### src/rtl/enigma_pkg.sv
// Shared types and helpers for the rotor letter path: 5-bit letter indices
// in the range 0-25 and the stepping controller state.
package enigma_pkg;

  localparam int LETTER_W    = 5;
  localparam int NUM_LETTERS = 26;

  typedef logic [LETTER_W-1:0] letter_t;

  typedef enum logic {
    IDLE = 1'b0,
    HOLD = 1'b1
  } step_state_t;

  localparam letter_t LAST_LETTER = letter_t'(NUM_LETTERS - 1);

  // Maps any 5-bit code onto a legal letter; 26..31 fold to 0..5.
  function automatic letter_t reduce_letter(input letter_t v);
    return (v > LAST_LETTER) ? letter_t'(v - letter_t'(NUM_LETTERS)) : v;
  endfunction

endpackage

### src/rtl/rotor_incr.sv
// Single-rotor incrementer: next position modulo 26 when stepping, plus the
// notch and wrap equality flags for the current position.
module rotor_incr
  import enigma_pkg::*;
#(
  parameter letter_t NOTCH = '0
) (
  input  letter_t cur,
  input  logic    step,
  output letter_t nxt,
  output logic    at_notch,
  output logic    wrap
);

  assign wrap     = (cur == LAST_LETTER);
  assign at_notch = (cur == NOTCH);
  assign nxt      = !step ? cur : (wrap ? letter_t'(0) : letter_t'(cur + letter_t'(1)));

endmodule

### src/rtl/rotor_step_ctrl.sv
// Three-rotor stepping controller: load with modulo-26 reduction, one step
// per accepted keypress with Enigma turnover and middle-rotor double step.
module rotor_step_ctrl
  import enigma_pkg::*;
#(
  parameter letter_t NOTCH_R = 5'd21,
  parameter letter_t NOTCH_M = 5'd4
) (
  input  logic       clk,
  input  logic       rst_n,
  input  logic       load,
  input  logic [4:0] pos_in_l,
  input  logic [4:0] pos_in_m,
  input  logic [4:0] pos_in_r,
  input  logic       key_valid,
  output logic       key_ready,
  output logic [4:0] pos_l,
  output logic [4:0] pos_m,
  output logic [4:0] pos_r,
  output logic       step_done,
  output logic       load_err
);

  step_state_t state;
  letter_t     nxt_l, nxt_m, nxt_r;
  logic        notch_m_hit, notch_r_hit;
  logic [2:0]  unused_wrap;
  logic        unused_notch_l;

  // The middle rotor also steps on its own notch: this is the double step.
  rotor_incr #(.NOTCH(NOTCH_R)) u_incr_r (
    .cur(pos_r), .step(1'b1), .nxt(nxt_r), .at_notch(notch_r_hit), .wrap(unused_wrap[0])
  );
  rotor_incr #(.NOTCH(NOTCH_M)) u_incr_m (
    .cur(pos_m), .step(notch_r_hit | notch_m_hit), .nxt(nxt_m), .at_notch(notch_m_hit),
    .wrap(unused_wrap[1])
  );
  rotor_incr #(.NOTCH(letter_t'(0))) u_incr_l (
    .cur(pos_l), .step(notch_m_hit), .nxt(nxt_l), .at_notch(unused_notch_l),
    .wrap(unused_wrap[2])
  );

  // NOTE: state registers use non-blocking assignments so every update in
  // this block sees the pre-edge positions, matching the stepping rules.
  always_ff @(posedge clk or negedge rst_n) begin
    if (!rst_n) begin
      state     <= IDLE;
      pos_l     <= '0;
      pos_m     <= '0;
      pos_r     <= '0;
      key_ready <= 1'b1;
      step_done <= 1'b0;
      load_err  <= 1'b0;
    end else if (load) begin
      state     <= IDLE;
      pos_l     <= reduce_letter(pos_in_l);
      pos_m     <= reduce_letter(pos_in_m);
      pos_r     <= reduce_letter(pos_in_r);
      load_err  <= (pos_in_l > LAST_LETTER) | (pos_in_m > LAST_LETTER) |
                   (pos_in_r > LAST_LETTER);
      key_ready <= 1'b1;
      step_done <= 1'b0;
    end else begin
      case (state)
        IDLE: begin
          if (key_valid) begin
            state     <= HOLD;
            pos_l     <= nxt_l;
            pos_m     <= nxt_m;
            pos_r     <= nxt_r;
            key_ready <= 1'b0;
            step_done <= 1'b1;
          end
        end
        HOLD: begin
          state     <= IDLE;
          key_ready <= 1'b1;
          step_done <= 1'b0;
        end
        default: begin
          state     <= IDLE;
          key_ready <= 1'b1;
          step_done <= 1'b0;
        end
      endcase
    end
  end

endmodule

### config.mk
export PLATFORM = sky130hd
export DESIGN_NAME = rotor_step_ctrl
export DESIGN_NICKNAME = d
export VERILOG_FILES = /design/src/rtl/enigma_pkg.sv /design/src/rtl/rotor_incr.sv /design/src/rtl/rotor_step_ctrl.sv
export SDC_FILE = /design/constraint.sdc
export NUM_CORES = 1
export LEC_CHECK = 0
export CAP_MARGIN = 20
export CORE_MARGIN = 3
export CORE_UTILIZATION = 45
export DETAILED_ROUTE_END_ITERATION = 6
export MAX_ROUTING_LAYER = met4
export PLACE_DENSITY = 0.84
export SYNTH_ARGS = -nofsm -noshare
export SYNTH_HDL_FRONTEND = slang
export SYNTH_SLANG_ARGS = --single-unit
### constraint.sdc
create_clock -name clk -period 2.8 [get_ports clk]
set_input_delay 0.42 -clock clk [delete_from_list [all_inputs] [get_ports clk]]
set_output_delay 0.42 -clock clk [all_outputs]
set_load 0.02 [all_outputs]
# --- After elaboration in Yosys (flattened, before gate mapping) ---
# Cells that the tools add are included.
word_totals:
  out_inout_bits: 18
  register_bits: 19
  in_bits: 19
  word_cells: 59
op_classes:
  addsub: 6
  magnitude_cmp: 3
  n_reduce_logical: 6
  bitwise_logic: 4
  n_eq_ne: 7
  n_mux: 26
op_table:
  columns: ["cell", "count"]
  rows:
  - ["$mux 5", 17]
  - ["$eq 5x5->1 const B", 4]
  - ["$add 5x1->5 const B", 3]
  - ["$gt 5x5->1 const B", 3]
  - ["$sub 5x5->5 const B", 3]
  - ["$mux 1", 6]
  - ["$pmux 1 s2", 3]
  - ["$reduce_and 3->1", 2]
  - ["$reduce_bool 2->1", 3]
  - ["$eq 5x3->1 const B", 1]
  - ["$ne 3x3->1 const B", 1]
  - ["$or 1x1->1", 3]
  - ["$ne 2x2->1 const B", 1]
  - ["$reduce_and 2->1", 1]
  - ["$not 1->1", 1]

# --- Logic depth before layout (Yosys ltp) ---
# Gate-level depths: netlist of the first run.
logic_depth:
  ltp_word: 6
  depth_mapped: 6
  ltp_nobuf: 6

# --- Hierarchy ---
# A second synthesis of the first run with hierarchy kept.
unflattened:
  hier_cells: 206
  hier_area_um2: 1784.2
modules_own_cells:
  columns: ["module", "cells_per_inst", "n_inst", "area_each_um2", "seq_area_each_um2"]
  rows:
  - ["rotor_step_ctrl", 124, 1, 1244.9, 476.7]
  - ["rotor_incr (u_incr_m)", 29, 1, 185.2, 0.0]
  - ["rotor_incr (u_incr_l)", 29, 1, 183.9, 0.0]
  - ["rotor_incr (u_incr_r)", 24, 1, 170.2, 0.0]

# --- Worst setup path before layout of the first run ---
# Ideal clock, no wire load.
synth_path:
  path_type: "flip-flop to flip-flop"
  from: "register pos_m[0]"
  to: "register pos_m[4]"
  slack_ps: 1108
  t_required_ps: 2674
  path_stages_with_launch: 7
  setup_ps: 126
  arrival_ps: 1566
  n_path_buf: 0
  synth_period_minus_slack_ps: 1692
  path_cell_list: "dfrtp_1 inv_1 ha_1 and4bb_4 o21ai_1 nor4_1 a311o_1"
synth_between:
  elab_chain_len: 6
  word_cells_on_any_way: 11
  cone_classes: "1 x add/sub; 2 x eq/ne; 5 x mux; 1 x bitwise; 2 x reduce/logical"
synth_rtl:
  columns: ["element", "line", "rtl"]
  rows:
  - ["from (decl)", "rotor_step_ctrl.sv:18", "output logic [4:0] pos_m,"]
  - ["from (signal assigned)", "rotor_step_ctrl.sv:57", "pos_m <= reduce_letter(pos_in_m);"]
  - ["from (signal assigned)", "rotor_step_ctrl.sv:69", "pos_m <= nxt_m;"]
  - ["$add 5x1->5 / $eq 5x5->1 (equally long branches)", "rotor_incr.sv:17, rotor_incr.sv:15", null]
  - ["$mux 5 (2 in series)", "rotor_incr.sv:17", "assign nxt = !step ? cur : (wrap ? letter_t'(0) : letter_t'(cur + letter_t'(1)));"]
  - ["$mux 5", "rotor_step_ctrl.sv:66", "if (key_valid) begin"]
  - ["$mux 5", "rotor_step_ctrl.sv:64", "case (state)"]
  - ["$mux 5", "rotor_step_ctrl.sv:54", "end else if (load) begin"]
# Parallel ways exist; a longest one is shown, timed or not. The select of a mux whose other input is x is not followed.
# A chain may end at the register's enable or synchronous reset.

# --- Worst setup path in the final report of the first run ---
layout_path:
  from: "input pos_in_l[2]"
  to: "register pos_l[2]"
layout_between:
  elab_chain_len: 3
  word_cells_on_any_way: 4
  cone_classes: "1 x add/sub; 1 x order compare; 2 x mux"
layout_rtl:
  columns: ["element", "line", "rtl"]
  rows:
  - ["from (decl)", "rotor_step_ctrl.sv:12", "input logic [4:0] pos_in_l,"]
  - ["$sub 5x5->5 / $gt 5x5->1 (equally long branches)", "enigma_pkg.sv:19", "return (v > LAST_LETTER) ? letter_t'(v - letter_t'(NUM_LETTERS)) : v;"]
  - ["$mux 5 (*)", "enigma_pkg.sv:19", null]
  - ["$mux 5 (*)", "rotor_step_ctrl.sv:54", null]
  - ["to (signal assigned)", "rotor_step_ctrl.sv:56", "pos_l <= reduce_letter(pos_in_l);"]
  - ["to (signal assigned)", "rotor_step_ctrl.sv:68", "pos_l <= nxt_l;"]
  - ["to (decl)", "rotor_step_ctrl.sv:17", "output logic [4:0] pos_l,"]
# Every way passes the cells marked *; elsewhere a longest branch is shown, timed or not.

==> impl_results.md, run 1 <==
* Status: completed
* Worst Setup End Kind: flip-flop
* HP Class: flip-flop to flip-flop
* Worst slew pin tran at around 0.84 ns
* Initial Util at 47.4%
* Pwr Total at between 0.8 and 0.9 mW
* First-pass GRT wire length at 5950 um
* Worst r2r dst: pos_m[4]
* Io pins at 37
* Die width at 63.0 um
* CTS tree: done
* Largest net degree at the start of global routing at 29
* Gate Count Post-Synth at between 150 and 200
* Cells along the critical path: clkdlybuf4s50_1 > inv_1 > ha_1 > a21bo_2 > and3_1 > a221oi_1 > a311o_1
* Most used DFF post-synth: dfrtp_1
* Mapped Avg Cell Area at ~9 um2
* Grt ovf at 0
* Final setup viols at 0
* Clk root buf: clkbuf_4
* Critical path class: input pin to flip-flop
* Die footprint at ~4000 um2
* Max frequency at a little over 0.5 GHz
* Rows at 20
* Max Cap Violations at 0
* DR iter-0 viols at between 70 and 80
* Pwr Density at around 420 nW/um2
* Setup TNS at 0 ns
* Cell variety after synth at between 40 and 50
* EDFF count, synth at 0
* Drt drc at 0
* Worst endpoint required time at 3.00 ns
* Crit-path max cell delay at ~0.53 ns
* Vias in the first global route at 1406
* Design Area, Final at between 1500 and 2000 um2
* Area growth from synthesis to layout at 30.6%
* Slowest-stage cell, CP: clkdlybuf4s50_1
* Hold_buf cts at 0
* Wire per inst at between 10 and 15 um
* Min-Delay Endpoint: key_ready
* Hold Fails Final Rpt at 0
* Share of layout cells above drive strength 1 at between 6 and 7%
* RSZ-0062 raised after global routing: no
* Setup WS pre-CTS at about 0.56 ns
* Clock Tree Buf Depth at 2
* Initial DRT Pass Iterations at 4
* CP delay by family, top: buffers and inverters
* Worst rel slew slack at a little over two fifths
* Hpwl dp at between 2000 and 3000 um
* Worst Skew at 0.00509 ns
* Die Ht at 63.0 um
* Flop2flop setup slack at around 1.0 ns
* Core area at between 3000 and 4000 um2
* Quantity of gates resized following cts at 0
* Num CTS Buffers at 3
* Static leakage at 0.819 nW
* Gr usage total at around a fifth
* Initial antenna violation count at 0
* Vias per inst at approximately 6
* Post-Layout Cell Count at around 240
* Register bit total from synthesis at 19
* Placed inst area at 1880 um2
* WHS at about 0.48 ns
* DRT Wirelength at between 3000 and 4000 um
* Async set or reset register ratio after synthesis at between 90% and 100%
* Reg2Reg Depth at 6
* Diodes inserted at 0
* Peak supply drop at around 0.19 mV
* Seq/Total Area, Yosys at 32.6%
* Synthesized Nets at slightly below 200
* Routability Congestion at around 0.85
* Arrival time worst endpoint at ~2.1 ns
* Final Util at 62.0%
* Final nets at around 230
* Sink Count at 19
* Antenna viol nets, final at 0
* Worst skew pair latency at 0.30 ns
* Postcts setup bufs at 0
* Synth Warn # at 0
* WHS Path Cells at 2
* Buf+Inv Stages, Crit Path at 2
* Beginning of the worst hold path: key_ready
* Critical Path Fanout Max at 4
* Synthesized area at roughly 1500 um2
* CP startpoint kind: input pin
* Setup ws final at just under 0.9 ns
* Post-Place Cells at between 200 and 250
* Vias at 1444
* Clock slew at reported path FFs at between 0.1 and 0.15 ns
* Tmin final at between 1.5 and 2 ns
* Port bufs at 36
* Final Max Slew Viols at 0
* Fin crit share at slightly below 70%
* Reg2reg start: pos_m[0]
* H-tree Lvls at 1
## how the worst max path moves through the flow
stage	startpoint	endpoint	slack [ns]	cells after the start
2_1_floorplan	pos_m[0]	pos_m[4]	1.11	6
3_3_place_gp	pos_in_m[1]	pos_m[1]	0.66	7
3_5_place_dp	pos_in_m[1]	pos_m[2]	0.56	7
4_1_cts	pos_in_m[1]	pos_m[2]	0.89	7
5_1_grt	pos_in_l[2]	pos_l[2]	0.80	7
6_report	pos_in_l[2]	pos_l[2]	0.88	7
## layer usage
| metal | part of all wire, % | vias up | track usage, % |
|---|---|---|---|
| met5 | 0 | - | - |
| met4 | 1.1 | 0 | 6.06 |
| met3 | 4.7 | 5 | 2.70 |
| met2 | 51 | 43 | 34.7 |
| met1 | 43 | 707 | 20.5 |
| li1 | - | 689 | - |
## cell usage in the layout, fill, tap and decap left out, drive strengths merged, types with 2 or more instances in the layout
cell type	Yosys	layout
nand2	12	12
nand3	6	6
xnor2	3	3
nor4	3	3
dfrtp	18	18
clkdlybuf4s50	0	36
a211oi	3	3
o221ai	2	2
o21a	2	2
clkbuf	4	4
and3	3	3
a211o	2	2
o211ai	5	5
ha	13	13
a21bo	2	2
nor2	6	6
a221oi	5	5
o21ai	9	9
or3b	2	2
a21oi	8	8
and4b	3	3
a311oi	3	3
nor3	4	4
inv	18	18
mux2i	3	3
nand2b	4	4
nand4	2	2
a311o	2	2
## worst register-to-register path, delay by kind of cell (launching register included)
family / cells / cell delay [ns]
DFF: 1 / 0.45
adders and majority gates: 1 / 0.21
buffers and inverters: 1 / 0.09
AOI/OAI and AO/OA: 2 / 0.61
and+or+nand+nor: 2 / 0.32
## cell families (layout without fill, tap and decap cells)
group | count (synthesis) | after routing | synth area share (%)
and+or+nand+nor | 53 | 53 | 22.4
DFF | 19 | 19 | 32.6
adders and majority gates | 13 | 13 | 11.1
AOI/OAI and AO/OA | 49 | 49 | 24.3
muxes | 3 | 3 | 2.06
xor gates and xnor gates | 3 | 3 | 1.80
buffers and inverters | 22 | 59 | 5.65
## power breakdown
group          switching, mW  internal [mW]
clock network         0.0864         0.0555
registers             0.0498          0.309
logic                  0.151          0.150
## cell usage after synthesis (2+ instances only)
cell	number	area, um2
o21ai_0	8	40.0
clkbuf_1	4	15.0
xnor2_1	3	26.3
a21oi_1	8	40.0
nand3_1	5	25.0
inv_1	18	67.6
nand2_1	12	45.0
a311o_1	2	20.0
mux2i_1	3	30.0
a211o_1	2	17.5
a21bo_2	2	20.0
a221oi_1	5	43.8
nand4_1	2	12.5
nor4_1	3	18.8
and4b_1	3	30.0
nor3_1	4	20.0
a211oi_1	3	22.5
o21a_1	2	15.0
and3_1	3	18.8
nand2b_1	4	25.0
o211ai_1	5	37.5
ha_1	13	163
a311oi_1	3	26.3
o221ai_1	2	17.5
dfrtp_1	18	450
nor2_1	6	22.5
## final cells by class
type	count	area, um2
Clock buffer	4	26.3
Multi-Input combinational cell	121	901
Inverter	18	67.6
Timing Repair Buffer	37	380
Sequential cell	19	477
Tap cell	44	55.1
Fill cell	284	1170
## registers in the layout, summed over array words and instances (netlist names)
register   count
key_ready      1
load_err       1
pos_l          5
pos_m          5
pos_r          5
state          1
step_done      1
(Power assumes the default switching activity.)
==> run 2, diff against run 1 <==
- clock period: 2.8 -> 1.9 ns (I/O delays scaled with it)
==> run 2 against run 1 <==
Net effect:
- critical path depth shrank 1
- wire length is 2.2% higher
- sequential power up 48%
- total power rose by 51%
- non-clock buffer count up 12
- critical path type is now flip-flop to flip-flop
- critical endpoint is now pos_l[4]
==> impl_results.md, run 2 (synthesis results as in run 1) <==
* Worst endpoint required time at 2.15 ns (-0.85 ns)
* Die Ht at 63.0 um (unchanged)
* Static leakage at 0.879 nW (+7.4%)
* Postcts setup bufs at 0 (unchanged)
* Rows at 20 (unchanged)
* Most frequent cells in the layout: clkdlybuf4s50_1 (36), inv_1 (18), dfrtp_1 (18)
* CP startpoint kind: flip-flop
* Hpwl dp at 2920 um (+1.8%)
* Critical Path Fanout Max at 6 (+2)
* HP Class: input pin to asynchronous set/reset pin
* Worst slew pin tran at 0.348 ns (-0.496 ns)
* Cells along the critical path: inv_1 > ha_1 > and4bb_4 > nand3_2 > or4_1 > nand3_1
* Worst skew pair latency at 0.32 ns (+0.02 ns)
* Vias per inst at 5.73 (-3.6%)
* Status: completed
* Regs by FF count: pos_l (5), pos_m (5), pos_r (5)
* Core area at 3080 um2 (unchanged)
* Worst rel slew slack at 76.7% (+33 points)
* Commonest non-fill, non-tap cell in the layout: clkdlybuf4s50_1
* Design Area, Final at 2000 um2 (+5.0%)
* Clock Tree Buf Depth at 2 (unchanged)
* Gr usage total at 19.7% (+0.96 points)
* Worst Skew at 0.0140 ns (+0.00888 ns)
* Peak supply drop at 0.266 mV (+43%)
* CTS tree: done
* Antenna viol nets, final at 0 (unchanged)
* Area growth from synthesis to layout at 37.1%
* Num CTS Buffers at 3 (unchanged)
* Critical path class: flip-flop to flip-flop
* Slowest-stage cell, CP: or4_1
* Initial Util at 47.4% (unchanged)
* Pwr Density at 606 nW/um2 (+44%)
* Crit-path max cell delay at 0.50 ns (-0.03 ns)
* Pwr Total at 1.21 mW (+51%)
* Drt drc at 0 (unchanged)
* Arrival time worst endpoint at 2.06 ns (-0.06 ns)
* Routability Congestion at 0.846 (-0.32%)
* Wire per inst at 14.3 um (-2.6%)
* Vias at 1460 (+1.1%)
* DRT Wirelength at 3650 um (+2.2%)
* Clk root buf: clkbuf_4
* Io pins at 37 (unchanged)
* First-pass GRT wire length at 6200 um (+4.2%)
* Worst Setup End Kind: flip-flop
* RSZ-0062 raised after global routing: no
* Share of layout cells above drive strength 1 at 12.3% (+6.3 points)
* Fin crit share at between 90% and 100%
* Fillcell total at 281 (-1.1%)
* Largest net degree at the start of global routing at 38 (+31%)
* Initial DRT Pass Iterations at 4 (unchanged)
* Clock slew at reported path FFs at 0.13 ns (+0.02 ns)
* Vias in the first global route at 1417 (+0.78%)
* Max Cap Violations at 0 (unchanged)
* Final nets at 244 (+5.2%)
* Grt ovf at 0 (unchanged)
* Die width at 63.0 um (unchanged)
* Diodes inserted at 0 (unchanged)
* Die footprint at 3960 um2 (unchanged)
* Final Max Slew Viols at 0 (unchanged)
* Sink Count at 19 (unchanged)
* Port bufs at 36 (unchanged)
* Hold Fails Final Rpt at 0 (unchanged)
* H-tree Lvls at 1 (unchanged)
* Max frequency at 0.552 GHz
* DR iter-0 viols at 58 (-25%)
* Initial antenna violation count at 0 (unchanged)
* Placed inst area at 1970 um2 (+4.8%)
* Final setup viols at 0 (unchanged)
* Tmin final at 1.81 ns
run 2: changes by cell type in the layout (fill, tap and decap cells not counted):
cell	previous run	this run
o21ai_2	0	1
clkinv_2	0	1
clkbuf_1	1	0
o21ai_1	1	0
buf_4	0	12
run 2: path summary, 6_finish.rpt:
kind	endpoint	slack (ns)	depth (start not counted)	from
setup / recovery	pos_l[4]	0.09	6	pos_m[1]
setup reg to reg	pos_l[4]	0.09	6	pos_m[1]
min in group clk	key_ready	0.49	2	key_ready
hold reg to reg	key_ready	0.49	2	key_ready
max in group asynchronous	key_ready	1.34	2	rst_n
hold / removal	pos_r[0]	0.29	2	rst_n
run 2: per-layer routing:
layer  part of all wire [%]  vias to the layer above  track usage (%)
li1                       -                      718                -
met1                     42                      702             22.9
met2                     52                       36             35.2
met3                    4.4                        4             2.52
met4                   0.90                        0             6.06
met5                      0                        -                -
run 2: repair_timing:
item	CTS	global route
hold buffers	0	0
hold endpoints to repair	0	0
endpoints found under the setup margin	0	3
resized for setup	0	1
run 2: stage by stage:
step	setup slack [ns]	cells	util, %	hold slack (ns)	TNS [ns]
3_5_place_dp	-0.165	251	64.0	0.474	-0.661
2_1_floorplan	0.208	162	-	-0.0106	0
6_report	0.0879	255	65.0	0.289	0
4_1_cts	0.106	255	64.9	0.292	0
3_3_place_gp	-0.0382	251	64.0	0.461	-0.105
5_1_grt	0.0405	255	65.0	0.313	0
run 2: area by class of cell:
cell class                 instances  area (um2)  share of cell area, %
multi-input combinational        121         905                   45.2
clock buffer                       3        22.5                   1.13
tap                               44        55.1                   2.75
timing repair buffer              49         470                   23.5
inverter                          18        67.6                   3.38
clock inverter                     1        5.00                  0.250
sequential                        19         477                   23.8
run 2: critical path: cells and delay by family (launching register included):
family,cells,cell delay (ns)
simple gates,4,1.00
flops,1,0.44
fa+ha+maj,1,0.18
buf+inv,1,0.12
run 2: power by group:
group	internal [mW]	switching, mW
clock network	0.0788	0.142
registers	0.455	0.0746
logic	0.237	0.226
==> run 3, diff against run 2 <==
- SETUP_SLACK_MARGIN: unset -> 0.3
==> run 3 against run 2 <==
Net effect:
- total power is 4.3% higher
- sequential power is essentially flat
- wire length up 15%
- design area rose by 9.6%
- clock skew is 0.0046 ns lower
- fmax rose by 10%
- first-iteration DRC count up 38%
- die area did not move
- global-route usage up 1.8 points
- clock power down 2%
- critical path type unchanged
==> impl_results.md, run 3 (synthesis results as in run 1) <==
* Switching portion of total power at 38.0% (+1.5 points)
* Internal Power at 0.785 mW (+1.9%)
* Die footprint at 3960 um2 (unchanged)
* Routability Congestion at 0.819 (-3.2%)
* Pwr Density at 577 nW/um2 (-4.8%)
* Arrival time worst endpoint at 1.83 ns (-0.23 ns)
* Share of layout cells above drive strength 1 at 27.6% (+15 points)
* Worst endpoint required time at 2.09 ns (-0.06 ns)
* Peak supply drop at 0.355 mV (+33%)
* Vias in the first global route at 1585 (+12%)
* Area growth from synthesis to layout at 50.3%
* Sink Count at 19 (unchanged)
* Regs by FF count: pos_l (5), pos_m (5), pos_r (5)
* Vias at 1562 (+7.0%)
* Io pins at 37 (unchanged)
* DR iter-0 viols at 80 (+38%)
* Flop2flop setup slack at 0.25 ns (+0.16 ns)
* Clk root buf: clkbuf_4
* Critical Path End: pos_m[3]
* Die width at 63.0 um (unchanged)
* Most frequent cells in the layout: buf_4 (22), dlygate4sd2_1 (18), dfrtp_1 (14)
* Worst rel slew slack at 78.8% (+2.0 points)
* Reg2reg start: pos_r[1]
* Worst slew pin tran at 0.317 ns (-0.0307 ns)
* Die Ht at 63.0 um (unchanged)
* Clock Tree Buf Depth at 2 (unchanged)
* Commonest non-fill, non-tap cell in the layout: buf_4
* Initial antenna violation count at 0 (unchanged)
* First-pass GRT wire length at 6860 um (+11%)
* Initial DRT Pass Iterations at 5 (+1)
* Design Area, Final at 2190 um2 (+9.6%)
* Core area at 3080 um2 (unchanged)
* CTS tree: done
* CP startpoint kind: flip-flop
* Setup WS pre-CTS at -0.154 ns (+0.0106 ns)
* Vias per inst at 5.89 (+2.9%)
* Combinational power share at 41.2% (+3.0 points)
* Num CTS Buffers at 3 (unchanged)
* Hold_buf cts at 0 (unchanged)
* Antenna viol nets, final at 0 (unchanged)
* HP Class: input pin to asynchronous set/reset pin
* Final setup viols at 0 (unchanged)
* Max Cap Violations at 0 (unchanged)
* RSZ-0062 raised after global routing: yes
* Critical Path Fanout Max at 4 (-2)
* Port bufs at 36 (unchanged)
* Worst Skew at 0.00939 ns (-0.00458 ns)
* Final nets at 254 (+4.1%)
* Placed inst area at 1990 um2 (+0.95%)
* Post-Place Cells at 253 (+0.80%)
* CP Launch Point: pos_r[1]
* Gr usage total at 21.6% (+1.8 points)
* Worst r2r dst: pos_m[3]
* Setup TNS at 0 ns (unchanged)
* Largest net degree at the start of global routing at 25 (-34%)
* Worst Setup End Kind: flip-flop
* Wire per inst at 15.8 um (+11%)
* Critical path class: flip-flop to flip-flop
* Diodes inserted at 0 (unchanged)
* Tmin final at 1.65 ns (-0.164 ns)
* Status: completed
* NetSw at 0.480 mW (+8.6%)
* Rows at 20 (unchanged)
* Final Max Slew Viols at 0 (unchanged)
* Fin crit share at 86.7% (-8.6 points)
* Drt drc at 0 (unchanged)
* DRT Wirelength at 4200 um (+15%)
* Hpwl dp at 3030 um (+3.9%)
* Setup ws final at 0.252 ns (+0.164 ns)
* Max frequency at 0.607 GHz (+10%)
* Post-Layout Cell Count at 265 (+3.9%)
* Clock power share at 17.0% (-1.2 points)
* Hold Fails Final Rpt at 0 (unchanged)
* Clock slew at reported path FFs at 0.12 ns (about the same)
* Reg2Reg Depth at 6 (unchanged)
* Initial Util at 47.4% (unchanged)
* Flop pwr share at 41.8% (-1.8 points)
* Grt ovf at 0 (unchanged)
* H-tree Lvls at 1 (unchanged)
* Worst skew pair latency at 0.31 ns (about the same)
* Static leakage at 1.01 nW (+15%)
[run 3: cell count changes in the layout (fill, tap and decap cells not counted), sizes merged]
cell | previous run | this run
dlymetal6s2s | 0 | 5
dlygate4sd2 | 0 | 18
clkdlybuf4s50 | 36 | 13
buf | 13 | 23
[run 3: layout make-up]
type | count | area, um2
Multi-Input combinational cell | 121 | 1030
Timing Repair Buffer | 59 | 536
Tap cell | 44 | 55.1
Sequential cell | 19 | 482
Clock buffer | 3 | 22.5
Clock inverter | 1 | 5.00
Fill cell | 253 | 883
Inverter | 18 | 67.6
[run 3: critical path: stages (launching register included)]
cell and delay, ns:
dfrtp_2 0.45, inv_2 0.08, ha_4 0.14, and4b_1 0.27
o21a_1 0.25, mux2i_1 0.21, o221ai_1 0.12
[run 3: repair_timing]
action	in CTS	in global routing
gates resized for setup	33	18
pin swaps	7	5
setup buffers	5	3
setup endpoints to repair	27	16
endpoints found under the hold margin	0	0
[run 3: layer usage]
layer / vias up / GRT usage (%) / part of all wire [%]
li1: 737 / - / -
met1: 754 / 23.7 / 41
met2: 63 / 40.4 / 52
met3: 8 / 2.70 / 5.1
met4: 0 / 5.79 / 1.5
met5: - / - / 0
[run 3: worst min-delay path by stage]
| stage | start | end | slack [ns] | cells after the start |
|---|---|---|---|---|
| 2_1_floorplan | rst_n | load_err | -0.01 | 0 |
| 3_3_place_gp | key_ready | key_ready | 0.46 | 2 |
| 3_5_place_dp | key_ready | key_ready | 0.46 | 2 |
| 4_1_cts | rst_n | step_done | 0.32 | 2 |
| 5_1_grt | rst_n | step_done | 0.32 | 2 |
| 6_report | rst_n | step_done | 0.30 | 2 |
[run 3: power groups by stage]
stage                     Combinational [mW]  Sequential, mW  Clock (mW)
final                                  0.521           0.529       0.216
after global placement                 0.451           0.532           0
after CTS                              0.481           0.525       0.218
after floorplan                        0.183           0.584           0
after global routing                   0.566           0.538       0.231
after detailed placement               0.471           0.536           0
[run 3: stage by stage]
stage                     hold WS, ns  utilization, %  total power [mW]
final                           0.301            71.3              1.27
after global routing            0.320            71.3              1.34
after CTS                       0.318            67.9              1.23
after detailed placement        0.461            64.6              1.01
after global placement          0.458            64.6             0.983
after floorplan               -0.0106               -             0.767
